`src/rtl/tic_tac_toe_game.sv`:
```
// Tic-tac-toe engine: nine 2-bit board cells, win / board-full detection and
// a turn FSM that alternates a human player with an external computer source.
// Optional build macro ILLEGAL_OUT_EN adds the registered illegal_move pulse.
//
// state     | meaning
// ----------|------------------------------------------------------------
// IDLE      | waiting for the player to request a move with play
// PLAYER    | one-cycle slot: write plyr_pos if legal, else back to IDLE
// COMPUTER  | waiting for pc; write comp_pos if legal, retry if illegal
// GAME_OVER | win or full board; frozen until reset
module tic_tac_toe_game #(
  parameter logic [1:0] PLYR_MARK = 2'b01,
  parameter logic [1:0] COMP_MARK = 2'b10
) (
  input  logic       clk,
  input  logic       reset,
  input  logic       play,
  input  logic       pc,
  input  logic [3:0] comp_pos,
  input  logic [3:0] plyr_pos,
  output logic [1:0] pos1,
  output logic [1:0] pos2,
  output logic [1:0] pos3,
  output logic [1:0] pos4,
  output logic [1:0] pos5,
  output logic [1:0] pos6,
  output logic [1:0] pos7,
  output logic [1:0] pos8,
  output logic [1:0] pos9,
`ifdef ILLEGAL_OUT_EN
  output logic       illegal_move,
`endif
  output logic [1:0] who
);

  typedef enum logic [1:0] {IDLE, PLAYER, COMPUTER, GAME_OVER} state_t;

  state_t     state, state_nxt;
  logic [1:0] cells [9];
  logic [1:0] line_win [8];
  logic       plyr_free, comp_free, no_space, win;
  logic       wr_en;
  logic [3:0] wr_idx;
  logic [1:0] wr_mark;

  function automatic logic [1:0] line_mark(input logic [1:0] a, input logic [1:0] b,
                                           input logic [1:0] c);
    return (a != 2'b00 && a == b && b == c) ? a : 2'b00;
  endfunction

  assign pos1 = cells[0];
  assign pos2 = cells[1];
  assign pos3 = cells[2];
  assign pos4 = cells[3];
  assign pos5 = cells[4];
  assign pos6 = cells[5];
  assign pos7 = cells[6];
  assign pos8 = cells[7];
  assign pos9 = cells[8];

  assign line_win[0] = line_mark(cells[0], cells[1], cells[2]);
  assign line_win[1] = line_mark(cells[3], cells[4], cells[5]);
  assign line_win[2] = line_mark(cells[6], cells[7], cells[8]);
  assign line_win[3] = line_mark(cells[0], cells[3], cells[6]);
  assign line_win[4] = line_mark(cells[1], cells[4], cells[7]);
  assign line_win[5] = line_mark(cells[2], cells[5], cells[8]);
  assign line_win[6] = line_mark(cells[0], cells[4], cells[8]);
  assign line_win[7] = line_mark(cells[2], cells[4], cells[6]);

  // Winner is the mark of the first complete line; only one mark can ever win.
  always_comb begin
    who = 2'b00;
    for (int k = 0; k < 8; k++) begin
      if (who == 2'b00) who = line_win[k];
    end
  end

  assign win = (who != 2'b00);

  // Target-cell legality and board-full detection; indices 9..15 never match.
  always_comb begin
    plyr_free = 1'b0;
    comp_free = 1'b0;
    no_space  = 1'b1;
    for (int k = 0; k < 9; k++) begin
      if (plyr_pos == 4'(k) && cells[k] == 2'b00) plyr_free = 1'b1;
      if (comp_pos == 4'(k) && cells[k] == 2'b00) comp_free = 1'b1;
      if (cells[k] == 2'b00) no_space = 1'b0;
    end
  end

  // Turn FSM state register.
  always_ff @(posedge clk or negedge reset) begin
    if (!reset) state <= IDLE;
    else        state <= state_nxt;
  end

  // Next-state and the single per-cycle cell write request.
  always_comb begin
    state_nxt = state;
    wr_en     = 1'b0;
    wr_idx    = 4'd0;
    wr_mark   = 2'b00;
    case (state)
      IDLE: begin
        if (win || no_space) state_nxt = GAME_OVER;
        else if (play)       state_nxt = PLAYER;
      end
      PLAYER: begin
        if (plyr_free) begin
          wr_en     = 1'b1;
          wr_idx    = plyr_pos;
          wr_mark   = PLYR_MARK;
          state_nxt = COMPUTER;
        end else begin
          state_nxt = IDLE;
        end
      end
      COMPUTER: begin
        if (win || no_space) begin
          state_nxt = GAME_OVER;
        end else if (pc && comp_free) begin
          wr_en     = 1'b1;
          wr_idx    = comp_pos;
          wr_mark   = COMP_MARK;
          state_nxt = IDLE;
        end
      end
      GAME_OVER: state_nxt = GAME_OVER;
      default:   state_nxt = IDLE;
    endcase
  end

  // Board cells: written once, cleared only by reset.
  always_ff @(posedge clk or negedge reset) begin
    if (!reset) begin
      for (int k = 0; k < 9; k++) cells[k] <= 2'b00;
    end else if (wr_en) begin
      for (int k = 0; k < 9; k++) begin
        if (wr_idx == 4'(k)) cells[k] <= wr_mark;
      end
    end
  end

`ifdef ILLEGAL_OUT_EN
  logic illegal_now;
  assign illegal_now = (state == PLAYER && !plyr_free) ||
                       (state == COMPUTER && !win && !no_space && pc && !comp_free);

  // One-cycle registered pulse following a rejected move attempt.
  always_ff @(posedge clk or negedge reset) begin
    if (!reset) illegal_move <= 1'b0;
    else        illegal_move <= illegal_now;
  end
`endif

endmodule

```
`config.mk`:
```
export PLATFORM = sky130hd
export DESIGN_NAME = tic_tac_toe_game
export DESIGN_NICKNAME = d
export VERILOG_FILES = /design/src/rtl/tic_tac_toe_game.sv
export SDC_FILE = /design/constraint.sdc
export NUM_CORES = 1
export LEC_CHECK = 0
export CAP_MARGIN = 20
export CELL_PAD_IN_SITES_DETAIL_PLACEMENT = 1
export CELL_PAD_IN_SITES_GLOBAL_PLACEMENT = 1
export CORE_MARGIN = 1.5
export CORE_UTILIZATION = 49
export CTS_BUF_LIST = sky130_fd_sc_hd__clkbuf_4 sky130_fd_sc_hd__clkbuf_8
export DETAILED_ROUTE_END_ITERATION = 8
export DONT_BUFFER_PORTS = 1
export PLACE_DENSITY_LB_ADDON = 0.1
export SLEW_MARGIN = 10
export SYNTH_ARGS = -nofsm -noshare
export SYNTH_HDL_FRONTEND = slang
export SYNTH_SLANG_ARGS = --single-unit
```
`constraint.sdc`:
```
create_clock -name clk -period 3.2 [get_ports clk]
set_input_delay 0.16 -clock clk [delete_from_list [all_inputs] [get_ports clk]]
set_output_delay 0.16 -clock clk [all_outputs]
set_load 0.01 [all_outputs]
```
After elaboration in Yosys (flattened, before gate mapping)
Cells that the tools add are included.
Operators by class
  eq/ne operators: 45
  multiplexer cells: 60
  reductions and logical operators: 72
Operators with widths (number)
  equality test 4 x 3 -> 1 bit (second input constant): 12
  2-to-1 mux 2 bit: 22
  logical AND 1 bit: 35
  zero test 2 bit: 17
  equality test 2 bit: 16
  2-to-1 mux 1 bit: 31
  equality test 4 x 2 -> 1 bit (second input constant): 6
  AND reduction 2 bit: 10
  equality test 4 x 1 -> 1 bit (second input constant): 3
  equality test 4 bit (second input constant): 3
  zero test 4 bit: 3
  2-to-1 mux 4 bit: 3
  nonzero test 2 bit: 6
  one-hot mux 2 bit (4 select lines): 1
  one-hot mux 4 bit (2 select lines): 1
  != test 3 bit (second input constant): 2
  equality test 2 bit (second input constant): 2
  one-hot mux 2 bit (2 select lines): 1
  equality test 2 x 1 -> 1 bit (second input constant): 1
  one-hot mux 1 bit (2 select lines): 1
  logical OR 1 bit: 1
Storage, ports and cells
  register bits: 20
  output and inout bits: 20
  word-level logic and storage cells: 187

Logic depth before layout (Yosys ltp)
  depth in word-level cells: 24
  mapped depth: 11
  gate-level depth less buffers: 9

Least setup slack after synthesis
No wires, ideal clock.
  path kind: reg2reg
  start: register cells (netlist bit pos7[1])
  end: register cells (netlist bit pos7[1])
  library setup time: 0.128 ns
  arrival time: 2.714 ns
  path slack: 0.359 ns
  stages on the path, launching flop included: 12
  path buffers: 2
  clock period less this slack: 2.841 ns
  cell sequence: dfrtp_1 buf_6 or3_4 a21oi_2 o31ai_2 o211ai_1 o311a_1 buf_6 nand4_4 a2111oi_4 o22ai_1 mux2_1
Between the ends
  word-level cells in the longest chain between the ends: 21
  elaborated cells on any way between the ends: 50
  those cells by class: eq/ne (4); mux (29); reduce/logical (17)
RTL lines
  start, declared: line 39  | logic [1:0] cells [9];
  start signal, assigned by index: line 140  | if (wr_idx == 4'(k)) cells[k] <= wr_mark;
  equality test 2 bit or nonzero test 2 bit (tied branches): line 48  | return (a != 2'b00 && a == b && b == c) ? a : 2'b00;
  logical AND 1 bit (2 in a row): line 48
  2-to-1 mux 2 bit: line 48
  2-to-1 mux 2 bit: line 74  | if (who == 2'b00) who = line_win[k];
  zero test 2 bit: line 74
  2-to-1 mux 2 bit: line 74
  zero test 2 bit: line 74
  2-to-1 mux 2 bit: line 74
  [4 not listed]
  zero test 2 bit: line 74
  2-to-1 mux 2 bit: line 74
  nonzero test 2 bit: line 78  | assign win = (who != 2'b00);
  logical OR 1 bit: line 120  | if (win || no_space) begin
  2-to-1 mux 4 bit: line 120
  one-hot mux 4 bit (2 select lines): line 104  | case (state)
  equality test 4 x 3 -> 1 bit: line 140
  AND reduction 2 bit (no source line)
Several ways; a longest one is shown, not always the timed one.
A chain may end at the register's enable or synchronous reset.

Worst setup path after layout
  start: register cells (netlist bit pos7[1])
  end: register cells (netlist bit pos8[0])
Same word-level chain as after synthesis.

==> flow_summary.json <==
{
  "status": "finished, final reports clean",
  "top_usage_layer": "met2",
  "gp_congestion": 0.9369,
  "final_common_cell": "buf_4",
  "crit_path_top_delay_cell": "dfrtp_1",
  "antenna_found_initial": 0,
  "routed_wl_mm": 7.794,
  "p_switching_uw": 441.9,
  "async_flop_share_pct": 100.0,
  "die_w_um": 65.85,
  "pwr-share-clk_pct": 23.6,
  "grt_usage_pct": 37.60,
  "powerDensity_nw_per_um2": 491.8,
  "worstHoldPathType": "primary input to flop",
  "grt_use_met2_pct": 64.27,
  "gr-usage-met3_pct": 9.199,
  "fin_nets": 276,
  "p_leak_nw": 1.021,
  "drt-initial-drc-count": 130,
  "finalWorstSetupSlack_ns": 0.02144,
  "worst-r2r-cell-count": 10,
  "path_max_fanout": 10,
  "syn-cell-area_um2": 1936,
  "synth_edf_count": 0,
  "viasPerCell": 6.938,
  "fillCellCount": 475,
  "grt_max_degree": 21,
  "power.internal_uw": 660.8,
  "final-instance-count-excl-fill": 306,
  "worstPathCellList": "or3_1 -> a21oi_1 -> a21oi_1 -> o21ai_2 -> o311a_4 -> nand4_4 -> a2111oi_4 -> buf_4 -> o21ai_1 -> mux2_2",
  "die_area_um2": 4336,
  "syn_area_per_cell_um2": 7.998,
  "critPathTopFamily": "compound AO/OA/AOI/OAI gates",
  "period_needed_ns": 3.179,
  "pin_count": 32,
  "path_clk_slew_ns": 0.08,
  "io_buffers": 0,
  "clock.fmax_mhz": 314.6,
  "crit_path_end": "pos8[0]",
  "tritoncts": "yes",
  "die_y_um": 65.85,
  "antenna_cells": 0,
  "setup_viol": 0,
  "dp_hpwl_mm": 5.541,
  "slew_viol_final": 0,
  "final_cell_mix": "buf_4 (28), dfrtp_1 (20), nand3_1 (19), nand2_1 (18), nor2_1 (18)",
  "max-vdd-ir-drop_mv": 0.2972,
  "cp.arrival_ns": 3.33,
  "drive_above_1_share_pct": 22.87,
  "path_common_cell": "a21oi_1",
  "crit_path_end_kind": "flop",
  "netSwitchingFraction_pct": 40.08,
  "area_growth_pct": 15.84,
  "reg2reg_slack_ns": 0.02,
  "grt-ovfl-total": 0,
  "core_um2": 3716,
  "critPathBufInv": 1,
  "tightest_slew_ns": 0.9280,
  "worstHoldPathCells": 2,
  "slew-limit-headroom_pct": 37.93,
  "required_ns": 3.36,
  "cap_violations": 0,
  "numCtsBuffers": 3,
  "post_drt_wl_per_cell_um": 25.47,
  "yosys_most_used_dff": "dfrtp_1",
  "dpl.cell_count": 298,
  "rr_startpoint": "pos7[1]",
  "r2r-end": "pos8[0]",
  "drc": 0,
  "synthCells": 242,
  "first_pass_iters": 4,
  "critPathLaunchType": "flop",
  "critical_path_depth": 10,
  "synth.net_count": 259,
  "yosysSeqAreaShare_pct": 25.86,
  "comb_power_share_pct": 43.6,
  "cts-root-buf": "clkbuf_8",
  "rows": 22,
  "start_util_pct": 52.09,
  "ys_warn_count": 0,
  "crit_path_start": "pos7[1]",
  "vias": 2123,
  "crit_path_max_incr_delay_ns": 0.56,
  "synth_seq_cells": 20,
  "cts.htree.levels": 1,
  "clock_latency_ns": 0.27,
  "skew_ns": 0.005006,
  "p_seq_share_pct": 32.8,
  "grt_pass1_vias": 2231,
  "dpl_worst_slack_ns": -0.04193,
  "ant_nets": 0,
  "use_met1_pct": 44.79,
  "fin_crit_sh_pct": 99.33,
  "worstSetupPathType": "flop to flop",
  "yosysUniqueCellTypes": 53,
  "cts.sinks": 20,
  "clock_path_buffers": 2,
  "grt_pass1_wl_mm": 11.97,
  "hold_viol_final": 0
}
-- layer usage --
| layer | wire length (µm) | vias to the layer above |
|---|---|---|
| met2 | 3814 | 89 |
| met1 | 3047 | 1047 |
| met3 | 586 | 41 |
| li1 | - | 946 |
| met5 | 0 | - |
| met4 | 345 | 0 |
-- flip-flops by register name (all words and copies together), names as in the netlist --
register and flops:
pos1 2, pos2 2, pos3 2, pos4 2, pos5 2, pos6 2
pos7 2, pos8 2, pos9 2, state 2
-- worst min-delay path by stage --
stage	startpoint	to	slack, ns
2_1_floorplan	reset	pos1[0]	-0.14
3_3_place_gp	reset	pos2[0]	-0.14
3_5_place_dp	reset	pos2[1]	-0.14
4_1_cts	plyr_pos[3]	pos9[0]	0.07
5_1_grt	plyr_pos[3]	pos9[0]	0.08
6_report	plyr_pos[3]	pos9[0]	0.06
-- final cells by class --
cell class | instances | area (µm²) | area share, %
inverter | 10 | 37.54 | 1.674
tap | 48 | 60.06 | 2.679
clock buffer | 3 | 41.29 | 1.842
multi-input combinational | 195 | 1353 | 60.32
clock inverter | 1 | 30.03 | 1.339
sequential | 20 | 500.5 | 22.32
timing repair buffer | 29 | 220.2 | 9.821
-- power by group through the flow --
stage | Clock [mW] | Combinational (mW) | Sequential [mW]
2_1_floorplan | 0 | 0.318 | 0.350
3_5_place_dp | 0 | 0.463 | 0.363
6_report | 0.260 | 0.481 | 0.361
4_1_cts | 0.259 | 0.472 | 0.357
5_1_grt | 0.269 | 0.533 | 0.365
3_3_place_gp | 0 | 0.432 | 0.358
-- synthesized netlist by cell type (4+ instances only) --
library cell  number  area, µm²
o22ai_1            4      25.02
buf_6              5      56.30
a21oi_2            4      35.03
dfrtp_1           20      500.5
nor3_1            11      55.05
inv_1             10      37.54
and2_1             4      25.02
clkbuf_1           7      26.28
a21oi_1           17      85.08
o21bai_1           9      67.56
nor3b_1            4      30.03
nand2_1           18      67.56
o211ai_1           7      52.55
o21ai_0            6      30.03
buf_2              4      20.02
or3_1             13      81.33
mux2_2             6      67.56
ha_1               5      62.56
nand3_1           19      95.09
nor2_1            19      71.32
-- metrics by stage --
step	power, mW	util, %	TNS [ns]	cell area (µm²)	hold slack (ns)
floorplan	0.6674	-	0	1936	-0.1356
global placement	0.7902	55.86	0	2076	-0.1352
detailed placement	0.8253	55.86	-0.04583	2076	-0.1353
CTS	1.089	58.25	0	2165	0.06923
global route	1.167	60.34	-0.4195	2242	0.08340
finish	1.103	60.34	0	2242	0.06487
-- what timing repair did --
action,CTS,global route
setup endpoints to repair,2,8
pin swaps,0,3
hold buffers,1,0
setup buffers,0,3
hold endpoints to repair,20,0
resized for setup,1,10
-- cells by family (layout without fill, tap and decap cells) --
family | Yosys count | after routing | share of synthesized area [%]
compound gates | 79 | 79 | 30.51
simple gates | 104 | 104 | 28.83
buf+inv | 27 | 43 | 7.498
fa+ha+maj | 5 | 5 | 3.232
flops | 20 | 20 | 25.86
mux | 7 | 7 | 4.072
(Power assumes the default switching activity.)
